File: src/rtl/three_phase_phase_gen_if.sv
// Handshake/bus bundle between the NCO phase generator and its controller.
// Latency: none (wires only).
// Backpressure: ftw_ready is owned by the slave (generator); the master holds ftw_valid/ftw_in until accepted.
// Ports (master view): en, sync_clr, ftw_in, ftw_valid -> ; <- ftw_ready, address1..3, addr_valid, wrap.
interface three_phase_phase_gen_if #(
    parameter int ACC_W  = 32,
    parameter int ADDR_W = 15
);
    logic              en;
    logic              sync_clr;
    logic [ACC_W-1:0]  ftw_in;
    logic              ftw_valid;
    logic              ftw_ready;
    logic [ADDR_W-1:0] address1;
    logic [ADDR_W-1:0] address2;
    logic [ADDR_W-1:0] address3;
    logic              addr_valid;
    logic              wrap;

    modport master (
        output en, sync_clr, ftw_in, ftw_valid,
        input  ftw_ready, address1, address2, address3, addr_valid, wrap
    );

    modport slave (
        input  en, sync_clr, ftw_in, ftw_valid,
        output ftw_ready, address1, address2, address3, addr_valid, wrap
    );
endinterface

File: src/rtl/three_phase_phase_gen.sv
// Three-phase phase-accumulator NCO producing LUT addresses at 0/120/240 degrees.
// Latency: addresses reflect the accumulator value before the enabling edge, registered 1 cycle.
// Backpressure: one FTW held at a time; ftw_ready low while an FTW waits for its apply point.
// Ports: clk, reset (async active-high), bus (slave modport: en, sync_clr, ftw_in/valid/ready,
//        address1..3, addr_valid, wrap).
module three_phase_phase_gen #(
    parameter int              ACC_W          = 32,
    parameter int              ADDR_W         = 15,
    parameter logic [ACC_W-1:0] DEF_FTW       = 32'h0002_0000,
    parameter int              UPDATE_AT_WRAP = 1
) (
    input  logic                    clk,
    input  logic                    reset,
    three_phase_phase_gen_if.slave  bus
);

    // Phase offsets for 120 and 240 degrees (one third / two thirds of 2^32).
    localparam logic [ACC_W-1:0] OFF_2 = ACC_W'(32'h5555_5555);
    localparam logic [ACC_W-1:0] OFF_3 = ACC_W'(32'hAAAA_AAAA);
    // Address values corresponding to acc == 0.
    localparam logic [ADDR_W-1:0] RST_A1 = '0;
    localparam logic [ADDR_W-1:0] RST_A2 = OFF_2[ACC_W-1 -: ADDR_W];
    localparam logic [ADDR_W-1:0] RST_A3 = OFF_3[ACC_W-1 -: ADDR_W];

    typedef enum logic {IDLE, PENDING} state_t;

    state_t            state;
    state_t            state_nxt;
    logic [ACC_W-1:0]  acc;
    logic [ACC_W-1:0]  ftw_active;
    logic [ACC_W-1:0]  ftw_shadow;
    logic [ACC_W:0]    sum;
    logic              carry;
    logic              capture;
    logic              apply;
    logic [ACC_W-1:0]  phase2;
    logic [ACC_W-1:0]  phase3;
    logic [ADDR_W-1:0] address1_q;
    logic [ADDR_W-1:0] address2_q;
    logic [ADDR_W-1:0] address3_q;
    logic              addr_valid_q;
    logic              wrap_q;

    always_comb begin
        sum    = {1'b0, acc} + {1'b0, ftw_active};
        carry  = sum[ACC_W];
        phase2 = acc + OFF_2;
        phase3 = acc + OFF_3;
    end

    // FTW handshake: capture in IDLE, apply from PENDING. With UPDATE_AT_WRAP
    // the apply waits for a carry, except when ftw_active is zero, where no
    // carry can ever happen and waiting would deadlock.
    always_comb begin
        state_nxt = state;
        capture   = 1'b0;
        apply     = 1'b0;
        case (state)
            IDLE: begin
                if (bus.ftw_valid) begin
                    capture   = 1'b1;
                    state_nxt = PENDING;
                end
            end
            PENDING: begin
                if (bus.sync_clr) begin
                    apply = 1'b1;
                end else if (bus.en &&
                             ((UPDATE_AT_WRAP == 0) || carry || (ftw_active == '0))) begin
                    apply = 1'b1;
                end
                if (apply) begin
                    state_nxt = IDLE;
                end
            end
            default: state_nxt = IDLE;
        endcase
    end

    always_ff @(posedge clk or posedge reset) begin
        if (reset) begin
            state      <= IDLE;
            ftw_active <= DEF_FTW;
            ftw_shadow <= '0;
        end else begin
            state <= state_nxt;
            if (capture) begin
                ftw_shadow <= bus.ftw_in;
            end
            // The carry that triggers a wrap apply was produced with the old
            // FTW; the new one takes effect from the following step.
            if (apply) begin
                ftw_active <= ftw_shadow;
            end
        end
    end

    always_ff @(posedge clk or posedge reset) begin
        if (reset) begin
            acc          <= '0;
            address1_q   <= RST_A1;
            address2_q   <= RST_A2;
            address3_q   <= RST_A3;
            addr_valid_q <= 1'b0;
            wrap_q       <= 1'b0;
        end else if (bus.sync_clr) begin
            acc          <= '0;
            address1_q   <= RST_A1;
            address2_q   <= RST_A2;
            address3_q   <= RST_A3;
            addr_valid_q <= 1'b0;
            wrap_q       <= 1'b0;
        end else if (bus.en) begin
            acc          <= sum[ACC_W-1:0];
            address1_q   <= acc[ACC_W-1 -: ADDR_W];
            address2_q   <= phase2[ACC_W-1 -: ADDR_W];
            address3_q   <= phase3[ACC_W-1 -: ADDR_W];
            addr_valid_q <= 1'b1;
            wrap_q       <= carry;
        end else begin
            addr_valid_q <= 1'b0;
            wrap_q       <= 1'b0;
        end
    end

    // Ready comes straight from the state flop, so it rises on the edge after an apply.
    assign bus.ftw_ready  = (state == IDLE);
    assign bus.address1   = address1_q;
    assign bus.address2   = address2_q;
    assign bus.address3   = address3_q;
    assign bus.addr_valid = addr_valid_q;
    assign bus.wrap       = wrap_q;

endmodule
File: src/flat_wrapper.sv
// flat-port wrapper written by rule: the top's interface ports become plain ports
module three_phase_phase_gen_flat 
#(
    parameter int              ACC_W          = 32,
    parameter int              ADDR_W         = 15,
    parameter logic [ACC_W-1:0] DEF_FTW       = 32'h0002_0000,
    parameter int              UPDATE_AT_WRAP = 1
)
  (clk, reset, bus_en, bus_sync_clr, bus_ftw_in, bus_ftw_valid, bus_ftw_ready, bus_address1, bus_address2, bus_address3, bus_addr_valid, bus_wrap);
  three_phase_phase_gen_if #(.ACC_W(ACC_W), .ADDR_W(ADDR_W)) bus_i ();
  input  logic clk;
  input  logic reset;
  input wire logic [$bits(bus_i.en)-1:0] bus_en;
  input wire logic [$bits(bus_i.sync_clr)-1:0] bus_sync_clr;
  input wire logic [$bits(bus_i.ftw_in)-1:0] bus_ftw_in;
  input wire logic [$bits(bus_i.ftw_valid)-1:0] bus_ftw_valid;
  output wire logic [$bits(bus_i.ftw_ready)-1:0] bus_ftw_ready;
  output wire logic [$bits(bus_i.address1)-1:0] bus_address1;
  output wire logic [$bits(bus_i.address2)-1:0] bus_address2;
  output wire logic [$bits(bus_i.address3)-1:0] bus_address3;
  output wire logic [$bits(bus_i.addr_valid)-1:0] bus_addr_valid;
  output wire logic [$bits(bus_i.wrap)-1:0] bus_wrap;
  assign bus_i.en = bus_en;
  assign bus_i.sync_clr = bus_sync_clr;
  assign bus_i.ftw_in = bus_ftw_in;
  assign bus_i.ftw_valid = bus_ftw_valid;
  assign bus_ftw_ready = bus_i.ftw_ready;
  assign bus_address1 = bus_i.address1;
  assign bus_address2 = bus_i.address2;
  assign bus_address3 = bus_i.address3;
  assign bus_addr_valid = bus_i.addr_valid;
  assign bus_wrap = bus_i.wrap;
  three_phase_phase_gen #(.ACC_W(ACC_W), .ADDR_W(ADDR_W), .DEF_FTW(DEF_FTW), .UPDATE_AT_WRAP(UPDATE_AT_WRAP)) u_core (.clk(clk), .reset(reset), .bus(bus_i));
endmodule
File: config.mk
export PLATFORM = sky130hd
export DESIGN_NAME = three_phase_phase_gen_flat
export DESIGN_NICKNAME = d
export VERILOG_FILES = /design/src/rtl/three_phase_phase_gen_if.sv /design/src/rtl/three_phase_phase_gen.sv /design/src/flat_wrapper.sv
export SDC_FILE = /design/constraint.sdc
export NUM_CORES = 1
export LEC_CHECK = 0
export BUFFER_PORTS_ARGS = -buffer_cell sky130_fd_sc_hd__buf_2
export CAP_MARGIN = 0
export CORE_UTILIZATION = 55
export CTS_BUF_LIST = sky130_fd_sc_hd__clkbuf_8
export DETAILED_ROUTE_END_ITERATION = 10
export PLACE_DENSITY_LB_ADDON = 0.12
export SLEW_MARGIN = 40
export SYNTH_ARGS = -nofsm -noshare
export SYNTH_HDL_FRONTEND = slang
export SYNTH_SLANG_ARGS = --single-unit
File: constraint.sdc
create_clock -name clk -period 5.2 [get_ports clk]
set_input_delay 1.04 -clock clk [delete_from_list [all_inputs] [get_ports clk]]
set_output_delay 1.04 -clock clk [all_outputs]
set_load 0.01 [all_outputs]
==> flow_summary.toml <==
[synth]
syn_nets = 876
yosys-top-cells-area = "dfrtp_1 (39%), mux2_2 (6.9%), dfstp_2 (5.1%)"
avgSynthCellArea_um2 = 10.3
synth_top_area_cell = "dfrtp_1"
yosys_warnings = 0
seq_area_frac_synth = 0.437
syn_inst = 806
synth_area_um2 = 8290
yosysMostFrequentCell = "dfrtp_1"
ys_async_sr_fraction = 1.00
ys.flop_type = "dfrtp_1"
synth.top_cell.area_share = 0.386
synth_edf_count = 0
synthTopCellsByCount = "dfrtp_1 (128), nor2_1 (76), mux2_2 (51)"
ys_seq_elements = 144
yosysUniqueCellTypes = 74

[layout]
num_antenna_cells = 0
finalNetCount = 937
syn2layout_area_growth_pct = 10.8
nFillCells = 1235
drive_above_1_share = 0.248

[power_and_ir_drop]
p_leak_uw = 0.00437
ir_drop_uv = 383
power.density_nw_per_um2 = 645

[place]
portBuffers = 84
routabilityCongestion = 0.959
hpwl_mm = 14.2

[critical_path]
crit_type = "register to register"
reg2reg_from = "u_core.ftw_active[0]"
r2r_slack_ns = 1.68
r2r-end = "u_core.ftw_active[7]"
reg2regPathDepth = 11
critPathLaunchType = "register"
end_kind = "register"
worstPathArrival_ns = 3.86
worst_ep_required_time_ns = 5.54
worst-path-max-fanout = 33

[grt]
grt_use_total = 0.274
grt_max_degree = 111
grt_antenna_before_repair = 0
grt_pass1_vias = 6495
grt_pass1_wl_mm = 33.4
grt_remaining_overflow = 0

[clocking]
clk_pin_slew_worst_paths_ns = 0.09
postCtsHoldBufs = 0
cts_resized = 0
root_buffer = "clkbuf_8"
clock_latency_ns = 0.47
cts_buffers = 17
clock_path_buffers = 2
cts.sinks = 144
cts_setup_buffers = 0
cts_max_level = 4
cts_tree = "yes"

[sta]
skew_ns = 0.0169
grt_setup_unrepaired = "false"
timing.final.crit_share = 0.677
hold_viol_final = 0
period_needed_ns = 3.52
worst_slew_margin_rel = 0.460
worstMarginPinSlew_ns = 0.803
maxSlewViolCount = 0
max_freq_ghz = 0.284
worst_hold_slack_ns = 0.508
setup_tns_ns = 0
setup_viol_count_final = 0

[floorplan]
initial_core_util = 0.566
ios = 85
die_h_um = 125
fp-row-count = 44
die_area_um2 = 15600
coreArea_um2 = 14600
die_x_um = 125

[outcome]
status = "finished with violations"
failed_checks = "design-rule violations"

[hold_path]
hp-start = "u_core.ftw_shadow[25]"
whs_endpoint = "u_core.ftw_active[25]"
hold_class = "register to register"
whs_path_depth = 1

[drt]
wl_mm = 20.1
vias = 6470
wl_per_cell_um = 18.9
dr.pass1.iters = 8
drt_iter0_markers = 440
avgViaCountPerCell = 6.08
final_antenna_net_count = 0
drc = 16

[job]
maxCapViolCount = 0
-- worst max path at each step --
stage / from / to / cells after the start
final: u_core.ftw_active[0] / u_core.ftw_active[7] / 11
after global routing: u_core.ftw_active[0] / u_core.ftw_active[7] / 11
after CTS: u_core.ftw_active[0] / u_core.ftw_active[7] / 11
after detailed placement: u_core.ftw_active[0] / u_core.ftw_active[7] / 11
after global placement: u_core.ftw_active[0] / u_core.ftw_active[1] / 11
after floorplan: reset / u_core.acc[0] / 1
-- registers in the layout, indices dropped and copies added, names as in the netlist --
register,cells
u_core.acc,32
u_core.bus.addr_valid,1
u_core.bus.address1,15
u_core.bus.address2,15
u_core.bus.address3,15
u_core.bus.wrap,1
u_core.ftw_active,32
u_core.ftw_shadow,32
u_core.state,1
-- cell type report --
type                       instances  area [um^2]  share of cell area
clock buffer                      18          248              0.0270
timing repair buffer              91          475              0.0517
sequential                       144         3620               0.394
tap                              184          230              0.0251
inverter                          19         83.8             0.00912
multi-input combinational        594         4400               0.479
clock inverter                    14          130              0.0142
-- worst max-delay path: stages, from the launching register on --
cell and delay (ns):
dfrtp_1 0.42, ha_1 0.24, fa_1 0.41, a21o_1 0.20
a22o_1 0.27, nor4_4 0.40, o31ai_2 0.16, o211a_1 0.27
o31ai_4 0.23, a211oi_4 0.09, buf_4 0.32, mux2_4 0.36
-- report_power, final --
part / switching, uW / internal [uW]
Clock: 460 / 396
Sequential: 544 / 1570
Combinational: 1580 / 1380
-- stage by stage --
step	setup slack (ns)	std cells	instance area, um^2	total power (uW)	utilization
final	1.68	1064	9190	5930	0.627
after global routing	1.53	1064	9190	6380	0.627
after CTS	1.67	1064	9180	5910	0.627
after global placement	1.78	1032	8790	4940	0.600
after detailed placement	1.71	1032	8800	5030	0.601
after floorplan	0.320	806	8290	4310	-
-- metal layers --
metal  vias to the layer above  track usage  routed length [um]
met5                         -            0                   0
met4                         0       0.0944                 453
met3                        34       0.0619                1100
met2                       210        0.424                8920
met1                      3159        0.380                9590
li1                       3067            -                   -
-- cells in the final DEF, fill, tap and decap left out, drive strengths merged, types with 6 or more instances in the layout --
cell type / instances
a211o: 8
a211oi: 10
a21o: 31
a21oi: 45
a31oi: 11
and3: 8
buf: 91
clkbuf: 18
dfrtp: 128
dfstp: 16
ha: 32
inv: 23
mux2: 64
mux2i: 37
nand2: 45
nand2b: 9
nand3: 21
nor2: 76
nor2b: 11
nor3: 15
nor4: 11
o211ai: 6
o21a: 8
o21ai: 30
o31ai: 9
or3: 6
xnor2: 26
xor2: 8
-- cells by family (layout without fill, tap and decap cells) --
family	count (synthesis)	after routing	synth area share
AO/OA/AOI/OAI	198	198	0.168
buffers and inverters	68	142	0.0341
multiplexers	101	101	0.137
flip-flops	144	144	0.437
AND/OR/NAND/NOR	228	228	0.137
adder cells (fa/ha/maj)	33	33	0.0507
XOR/XNOR	34	34	0.0359
(Power assumes the default switching activity.)
